===== config.mk =====
export PLATFORM = sky130hd
export DESIGN_NAME = tx_medida_sequencer
export DESIGN_NICKNAME = d
export VERILOG_FILES = /design/src/rtl/tx_medida_sequencer.sv
export SDC_FILE = /design/constraint.sdc
export NUM_CORES = 1
export LEC_CHECK = 0
export ABC_AREA = 1
export BUFFER_PORTS_ARGS = -buffer_cell sky130_fd_sc_hd__buf_2
export CORE_MARGIN = 2
export CORE_UTILIZATION = 45
export CTS_BUF_LIST = sky130_fd_sc_hd__clkbuf_4
export DETAILED_ROUTE_END_ITERATION = 12
export PLACE_DENSITY = 0.67
export RECOVER_POWER = 25
export SLEW_MARGIN = 10
export SYNTH_ARGS = -nofsm -noshare
export SYNTH_HDL_FRONTEND = slang
export SYNTH_SLANG_ARGS = --single-unit

===== constraint.sdc =====
create_clock -name clock -period 2.7 [get_ports clock]
set_clock_uncertainty 0.05 [all_clocks]
set_input_delay 0.54 -clock clock [delete_from_list [all_inputs] [get_ports clock]]
set_output_delay 0.54 -clock clock [all_outputs]
set_load 0.03 [all_outputs]

===== src/rtl/tx_medida_sequencer.sv =====
// -----------------------------------------------------------------------------
// tx_medida_sequencer
//
// Purpose:
//   Sends one HC-SR04 measurement (three BCD digits) over the 7O1 serial
//   transmitter as ASCII text: hundreds, tens, units, then TERMINADOR.
//   With TX_MEDIDA_CRLF_EN defined, CR (0x0D) and LF (0x0A) follow the
//   terminator, giving six characters per frame. Without it, the frame has
//   four characters and no CR/LF logic is built.
//
// Handshake with the transmitter (one exchange per character):
//   tx_partida is a one-cycle start pulse. tx_dados_ascii is valid while
//   tx_partida is high and stays stable until the transmitter answers.
//   The transmitter answers with a one-cycle tx_pronto pulse at the end of
//   its frame. If no tx_pronto arrives within TIMEOUT_CICLOS cycles of
//   waiting, the frame is aborted and erro pulses. tx_pronto is only
//   honoured while the sequencer is waiting.
//
// Ports:
//   clock          in   system clock
//   reset          in   synchronous, active-high reset
//   enviar         in   one-cycle send request (ignored while busy)
//   medida         in   [11:8] hundreds, [7:4] tens, [3:0] units (BCD)
//   tx_pronto      in   one-cycle end-of-character pulse from transmitter
//   tx_partida     out  one-cycle start pulse to transmitter
//   tx_dados_ascii out  character for the transmitter
//   pronto         out  one-cycle pulse: whole frame sent
//   erro           out  one-cycle pulse: frame aborted on timeout
//   db_estado      out  state code (inicial 0 .. final 5, erro E)
//
// Parameters:
//   TERMINADOR      ASCII code sent after the three digits
//   TIMEOUT_CICLOS  maximum number of cycles spent waiting for tx_pronto
// -----------------------------------------------------------------------------
module tx_medida_sequencer #(
  parameter logic [6:0] TERMINADOR     = 7'h23,
  parameter int         TIMEOUT_CICLOS = 10000
) (
  input  logic        clock,
  input  logic        reset,
  input  logic        enviar,
  input  logic [11:0] medida,
  input  logic        tx_pronto,
  output logic        tx_partida,
  output logic [6:0]  tx_dados_ascii,
  output logic        pronto,
  output logic        erro,
  output logic [3:0]  db_estado
);

  localparam int CNT_W = $clog2(TIMEOUT_CICLOS + 1);

`ifdef TX_MEDIDA_CRLF_EN
  localparam int IDX_W = 3;
  localparam logic [IDX_W-1:0] ULTIMO = 3'd5;
`else
  localparam int IDX_W = 2;
  localparam logic [IDX_W-1:0] ULTIMO = 2'd3;
`endif

  typedef enum logic [3:0] {
    INICIAL   = 4'h0,
    REGISTRA  = 4'h1,
    TRANSMITE = 4'h2,
    ESPERA    = 4'h3,
    PROXIMO   = 4'h4,
    FINAL     = 4'h5,
    ERRO      = 4'hE
  } estado_t;

  estado_t          estado;
  logic [11:0]      medida_reg;
  logic [IDX_W-1:0] indice;
  logic [CNT_W-1:0] contador;

  // Character for a given position of the frame. Nibbles A-F are passed
  // through unchanged and come out as 0x3A-0x3F.
  function automatic logic [6:0] caractere(input logic [11:0]      m,
                                           input logic [IDX_W-1:0] i);
    logic [6:0] c;
    case (i)
      IDX_W'(0): c = {3'b011, m[11:8]};
      IDX_W'(1): c = {3'b011, m[7:4]};
      IDX_W'(2): c = {3'b011, m[3:0]};
`ifdef TX_MEDIDA_CRLF_EN
      IDX_W'(4): c = 7'h0D;
      IDX_W'(5): c = 7'h0A;
`endif
      default:   c = TERMINADOR;
    endcase
    return c;
  endfunction

  assign db_estado = estado;

  // Output registers are loaded on the transition into the state that owns
  // them, so each output is high exactly while that state is current.
  always_ff @(posedge clock) begin
    if (reset) begin
      estado         <= INICIAL;
      medida_reg     <= '0;
      indice         <= '0;
      contador       <= '0;
      tx_partida     <= 1'b0;
      tx_dados_ascii <= '0;
      pronto         <= 1'b0;
      erro           <= 1'b0;
    end else begin
      tx_partida <= 1'b0;
      pronto     <= 1'b0;
      erro       <= 1'b0;
      case (estado)
        INICIAL: begin
          if (enviar) estado <= REGISTRA;
        end
        REGISTRA: begin
          // The frame works only from medida_reg from here on.
          medida_reg     <= medida;
          indice         <= '0;
          tx_dados_ascii <= caractere(medida, '0);
          tx_partida     <= 1'b1;
          estado         <= TRANSMITE;
        end
        TRANSMITE: begin
          contador <= '0;
          estado   <= ESPERA;
        end
        ESPERA: begin
          contador <= contador + 1'b1;
          // tx_pronto is checked first so it wins a tie with the timeout.
          if (tx_pronto) begin
            estado <= PROXIMO;
          end else if (contador + 1'b1 == CNT_W'(TIMEOUT_CICLOS)) begin
            estado <= ERRO;
            erro   <= 1'b1;
          end
        end
        PROXIMO: begin
          indice <= indice + 1'b1;
          if (indice == ULTIMO) begin
            estado <= FINAL;
            pronto <= 1'b1;
          end else begin
            tx_dados_ascii <= caractere(medida_reg, indice + 1'b1);
            tx_partida     <= 1'b1;
            estado         <= TRANSMITE;
          end
        end
        FINAL:   estado <= INICIAL;
        ERRO:    estado <= INICIAL;
        default: estado <= INICIAL;
      endcase
    end
  end

endmodule


==> results.sh, run 1 <==
export IMPL_status="completed"
export IMPL_clk_latency_ns=0.35
export IMPL_synth_common_cells="nand2_1 (77), nor2_1 (43), dfxtp_1 (41)"
export IMPL_tightest_slew_ns=0.560
export IMPL_synthArstFlopShare=0
export IMPL_synth_area_per_cell_um2=6.82
export IMPL_die_h_um=72.2
export IMPL_slew_headroom=0.626
export IMPL_area_growth_pct=11.6
export IMPL_drc=0
export IMPL_dr_first_iter_drc_count=76
export IMPL_crit_type="flip-flop to flip-flop"
export IMPL_clockBufferDepth=2
export IMPL_timing_rr_end="db_estado[0]"
export IMPL_synth_edf_count=0
export IMPL_finalMaxSlewViolations=0
export IMPL_syn_inst=307
export IMPL_finalCritPeriodShare=0.645
export IMPL_slowest_stage="nand2_1"
export IMPL_cp_arrival_ns=2.00
export IMPL_crit_chain="nor2_1 -> nand2_1 -> nor2_1 -> inv_1 -> nor2_1 -> nand2_1 -> o21ai_1 -> nand2_1 -> inv_1"
export IMPL_overflow=0
export IMPL_drt_pass1_iter_count=4
export IMPL_synth_warning_count=0
export IMPL_netlist_area_mm2=0.00209
export IMPL_reg2reg_from="db_estado[2]"
export IMPL_largest_register_ffs=14
export IMPL_grt_max_degree=23
export IMPL_min_to="medida_reg[7]"
export IMPL_reg2reg_depth=9
export IMPL_wirelength_um=4640
export IMPL_yosys_top_cells_area="dfxtp_1 (39%), nand2_1 (14%), nor2_1 (7.7%)"
export IMPL_wl_per_cell_um=12.0
export IMPL_track_usage=0.196
export IMPL_htree_num_levels=2
export IMPL_holdWs_ns=0.347
export IMPL_syn_num_nets=329
export IMPL_final_area_mm2=0.00234
export IMPL_yosysMostFrequentCell="nand2_1"
export IMPL_setup_tns_ns=0
export IMPL_hold_buffers=0
export IMPL_irDropWorstVdd_mv=0.375
export IMPL_hold_violations=0
export IMPL_timing_fmax_mhz=574
export IMPL_path_clk_slew_ns=0.12
export IMPL_antenna_cells=0
export IMPL_crit_family="simple AND/OR/NAND/NOR gates"
export IMPL_gp_congestion=0.863
export IMPL_fin_nets=356
export IMPL_startpoint_type="flip-flop"
export IMPL_netlist_cell_type_count=29
export IMPL_ctsResizeCount=0
export IMPL_root_buffer="clkbuf_4"
export IMPL_power_density_mw_per_mm2=553
export IMPL_fin_crit_ns=1.74
export IMPL_cts_buffers=5
export IMPL_path_buf_inv=2
export IMPL_p_leak_nw=0.962
export IMPL_hold_path_class="input port to flip-flop"
export IMPL_post_dp_hpwl_um=3400
export IMPL_hold_path_startpoint="medida[7]"
export IMPL_drive_above_1_share=0.140
export IMPL_setup_viol=0
export IMPL_critPathMaxStageDelay_ns=0.36
export IMPL_io_pins=30
export IMPL_die_w_um=72.2
export IMPL_whs_path_depth=3
export IMPL_crit_fanout=16
export IMPL_grt_antenna_before_repair=0
export IMPL_drv_cap=0
export IMPL_critical_path_required_ns=2.96
export IMPL_vias=1967
export IMPL_placed_cell_area_mm2=0.00227
export IMPL_row_count=24
export IMPL_dp_cells=379
export IMPL_critPathCaptureType="flip-flop"
export IMPL_synth_ff_type="dfxtp_1"
export IMPL_grt_pass1_vias=1928
export IMPL_cts_sinks=41
export IMPL_yosysSeqAreaShare=0.392
export IMPL_post_route_util=0.530
export IMPL_avgViaCountPerCell=5.08
export IMPL_die_area_mm2=0.00522
export IMPL_ys_seq_elements=41
export IMPL_yosysTopAreaCell="dfxtp_1"
export IMPL_core_mm2=0.00441
export IMPL_grt_pass1_wl_um=8220
export IMPL_regToRegSetupSlack_ns=0.96
export IMPL_cts_tree="done"
export IMPL_ant_nets=0
export IMPL_rsz0062_at_grt="false"
export IMPL_start_util=0.474
export IMPL_synth_top_cell_area_share=0.392
export IMPL_post_cts_buffers=0
export IMPL_fin_cells=387
export IMPL_io_buffers=28
placed cells by master, fill, tap and decap left out:
cell type,count
nand3_1,18
conb_1,1
clkbuf_1,9
o21ai_2,1
a211oi_1,1
a31oi_1,3
o21ai_0,22
o22ai_1,2
buf_4,2
or2_1,1
bufinv_16,1
inv_1,29
a21oi_1,23
nor3_2,4
nand2_1,77
clkbuf_4,6
nor2_4,3
buf_2,19
nor3_1,1
xnor2_1,1
and2_4,1
nand3b_1,2
o21ai_1,2
nor2_1,44
nand4_1,5
o21bai_2,1
nor2_2,4
nand2_2,4
clkinv_4,1
dfxtp_1,41
ha_1,6
worst max path at each step:
stage,from,to,cells past startpoint
floorplan,db_estado[0],tx_dados_ascii[0],7
global placement,db_estado[2],db_estado[2],8
detailed placement,db_estado[2],tx_dados_ascii[4],8
CTS,db_estado[2],tx_dados_ascii[4],8
global route,db_estado[2],tx_dados_ascii[4],8
finish,db_estado[2],db_estado[0],9
area by class of cell:
| type | count | area (um^2) |
|---|---|---|
| fill | 452 | 2080 |
| multi-input combinational | 227 | 1120 |
| sequential | 41 | 821 |
| timing repair buffer | 30 | 144 |
| inverter | 29 | 109 |
| tap | 52 | 65.1 |
| clock buffer | 6 | 45.0 |
| clock inverter | 2 | 38.8 |
logic make-up after synthesis:
| logic type | after synthesis | share of synthesized area |
|---|---|---|
| xor gates and xnor gates | 1 | 0.00418 |
| adders and majority gates | 6 | 0.0358 |
| and+or+nand+nor | 164 | 0.352 |
| buffers and inverters | 39 | 0.0741 |
| AOI/OAI and AO/OA | 55 | 0.140 |
| DFF | 41 | 0.392 |
| other | 1 | 0.00179 |
worst min-delay path, delay by kind of cell:
family,cells,cell delay (ns)
buf+inv,1,0.07
simple gates,2,0.11
per-layer routing:
layer	up-vias	GRT usage	share of wire
met3	4	0.0347	0.029
met1	892	0.237	0.46
met2	29	0.353	0.50
li1	1042	-	-
met4	0	0.0566	0.0054
met5	-	0	0
power by group:
group	internal (mW)	leakage (nW)	switching, mW
logic	0.0600	0.582	0.148
registers	0.652	0.334	0.0251
clock network	0.207	0.0459	0.201
total	0.919	0.962	0.374
through the flow:
stage	setup WS (ns)	power, mW
global route	0.708	1.36
finish	0.958	1.29
detailed placement	0.956	0.904
global placement	0.970	0.904
CTS	0.928	1.32
floorplan	1.12	0.844
Note: power is estimated with default switching activity, not from simulation.
==> run 2: changes to the inputs <==
--- a/config.mk
+++ b/config.mk
@@ -5,13 +5,13 @@
 export SDC_FILE = /design/constraint.sdc
 export NUM_CORES = 1
 export LEC_CHECK = 0
-export ABC_AREA = 1
+export ABC_AREA = 0
 export BUFFER_PORTS_ARGS = -buffer_cell sky130_fd_sc_hd__buf_2
 export CORE_MARGIN = 2
 export CORE_UTILIZATION = 45
 export CTS_BUF_LIST = sky130_fd_sc_hd__clkbuf_4
 export DETAILED_ROUTE_END_ITERATION = 12
-export PLACE_DENSITY = 0.67
+export PLACE_DENSITY = 0.7
 export RECOVER_POWER = 25
 export SLEW_MARGIN = 10
 export SYNTH_ARGS = -nofsm -noshare
==> constraint.sdc (replaced) <==
create_clock -name clock -period 1.6 [get_ports clock]
set_clock_uncertainty 0.05 [all_clocks]
set_input_delay 0.32 -clock clock [delete_from_list [all_inputs] [get_ports clock]]
set_output_delay 0.32 -clock clock [all_outputs]
set_load 0.03 [all_outputs]
==> run 2 against run 1 <==
The run now ends with negative setup slack left; setup slack got worse by 1.2 ns; first-iteration DRC count rose by 120%; clock power up 66%.
==> results.sh, run 2 <==
export IMPL_gp_congestion=0.791
export IMPL_slew_headroom=0.571
export IMPL_start_util=0.474
export IMPL_yosysMostFrequentCell="nand2_1"
export IMPL_status="complete, but fails checks"
export IMPL_post_dp_hpwl_um=3640
export IMPL_syn_num_nets=281
export IMPL_rsz0062_at_grt="true"
export IMPL_whs_path_depth=3
export IMPL_fin_nets=352
export IMPL_netlist_cell_type_count=50
export IMPL_drive_above_1_share=0.453
export IMPL_clk_latency_ns=0.35
export IMPL_dp_cells=366
export IMPL_layout_commonest_cell="buf_4"
export IMPL_core_mm2=0.00444
export IMPL_critPathCaptureType="flip-flop"
export IMPL_netlist_area_mm2=0.00210
export IMPL_power_density_mw_per_mm2=728
export IMPL_antenna_cells=0
export IMPL_wirelength_um=6140
export IMPL_drc=0
export IMPL_area_growth_pct=45.4
export IMPL_vias=2172
export IMPL_cts_buffers=5
export IMPL_synth_area_per_cell_um2=8.13
export IMPL_row_count=24
export IMPL_grt_antenna_before_repair=0
export IMPL_track_usage=0.222
export IMPL_synth_ff_type="dfxtp_1"
export IMPL_synth_edf_count=0
export IMPL_syn_inst=259
export IMPL_die_h_um=72.4
export IMPL_setup_viol=16
export IMPL_clockBufferDepth=2
export IMPL_grt_pass1_vias=1951
export IMPL_reg2reg_depth=5
export IMPL_fin_crit_ns=1.80
export IMPL_met1_usage=0.306
export IMPL_cp_arrival_ns=2.01
export IMPL_yosysTopAreaCell="dfxtp_1"
export IMPL_yosys_top_cells_area="dfxtp_1 (39%), nand2_1 (8.2%), a21oi_1 (6.9%)"
export IMPL_final_cell_mix="buf_4 (46), nand2_1 (43), a21oi_1 (27), nor2_1 (25), dfxtp_1 (24)"
export IMPL_fin_cells=383
export IMPL_finalCritPeriodShare=1.13
export IMPL_cts_sinks=41
export IMPL_wl_per_cell_um=16.0
export IMPL_placed_cell_area_mm2=0.00261
export IMPL_finalMaxSlewViolations=0
export IMPL_ant_nets=0
export IMPL_dr_first_iter_drc_count=168
export IMPL_crit_fanout=2
export IMPL_grt_max_degree=29
export IMPL_io_buffers=28
export IMPL_root_buffer="clkbuf_4"
export IMPL_grt_pass1_wl_um=9090
export IMPL_startpoint_type="flip-flop"
export IMPL_critical_path_required_ns=1.81
export IMPL_synthArstFlopShare=0
export IMPL_fin_ws_ns=-0.204
export IMPL_violations="negative setup slack"
export IMPL_grt_use_met2=0.353
export IMPL_cts_tree="done"
export IMPL_synth_warning_count=0
export IMPL_grt_busiest_layer="met2"
export IMPL_yosysSeqAreaShare=0.390
export IMPL_p_leak_nw=1.19
export IMPL_avgViaCountPerCell=5.67
export IMPL_largest_register_ffs=14
export IMPL_irDropWorstVdd_mv=0.454
export IMPL_die_area_mm2=0.00524
export IMPL_hold_buffers=0
export IMPL_die_w_um=72.4
export IMPL_io_pins=30
export IMPL_power_mw=2.23
export IMPL_ys_seq_elements=41
export IMPL_hold_violations=0
export IMPL_holdWs_ns=0.136
export IMPL_synth_common_cells="nand2_1 (46), dfxtp_1 (41), a21oi_1 (29), nor2_1 (29), clkbuf_1 (10)"
export IMPL_path_clk_slew_ns=0.13
export IMPL_final_area_mm2=0.00306
export IMPL_synth_top_cell_area_share=0.390
export IMPL_tightest_slew_ns=0.643
export IMPL_crit_type="flip-flop to flip-flop"
export IMPL_timing_fmax_mhz=554
export IMPL_setup_tns_ns=-1.43
export IMPL_drt_pass1_iter_count=4
export IMPL_overflow=0
export IMPL_htree_num_levels=2
export IMPL_drv_cap=0
export IMPL_hold_path_class="input port to flip-flop"
export IMPL_grt_met3_usage=0.0417
-- run 2: per-stage QoR --
step	worst slack (ns)	utilization
final	-0.204	0.688
after global routing	-0.253	0.688
after CTS	-0.201	0.645
after detailed placement	-0.230	0.587
after global placement	-0.140	0.587
after floorplan	-0.177	-
-- run 2: path summary, 6_finish.rpt --
path                                     from            end  slack, ns
worst min-delay path                medida[0]  medida_reg[0]       0.14
worst min register to register  medida_reg[1]  medida_reg[1]       0.42
worst max-delay path              contador[4]   db_estado[0]      -0.20
worst max register to register    contador[4]   db_estado[0]      -0.20
-- run 2: per-layer routing --
layer,wire length [um],vias up
met5,0,-
met4,146,0
met1,2660,1026
met2,3010,79
li1,-,1052
met3,316,15
-- run 2: repair_timing --
| action | in CTS | in global routing |
|---|---|---|
| pin swaps | 20 | 12 |
| resized for setup | 37 | 39 |
| endpoints found under the setup margin | 15 | 20 |
| gates cloned | 0 | 0 |
| buffers inserted | 7 | 2 |
-- run 2: kinds of logic after synthesis --
family	count (synthesis)	synth area share
simple gates	113	0.282
compound gates	67	0.200
flops	41	0.390
buf+inv	23	0.0482
fa+ha+maj	6	0.0357
mux	6	0.0303
xor+xnor	2	0.0119
other cells	1	0.00178
-- run 2: final cells by class --
cell class / count / area (um^2)
Clock buffer: 5 / 37.5
Clock inverter: 3 / 41.3
Fill cell: 349 / 1390
Inverter: 4 / 17.5
Multi-Input combinational cell: 195 / 1460
Sequential cell: 41 / 857
Tap cell: 52 / 65.1
Timing Repair Buffer: 83 / 577
-- run 2: worst max-delay path, stage by stage, from the launching register on --
cell and delay (ns):
dfxtp_2 0.38, nand4_4 0.10, or4_4 0.59, xor2_4 0.20, o2111ai_2 0.15, a32o_1 0.24
-- run 2: power breakdown --
part           leakage, nW  total [mW]  switching (mW)  internal (mW)
clock network       0.0389       0.679           0.355          0.324
registers            0.343        1.10          0.0337           1.07
logic                0.810       0.448           0.270          0.177
total                 1.19        2.23           0.659           1.57
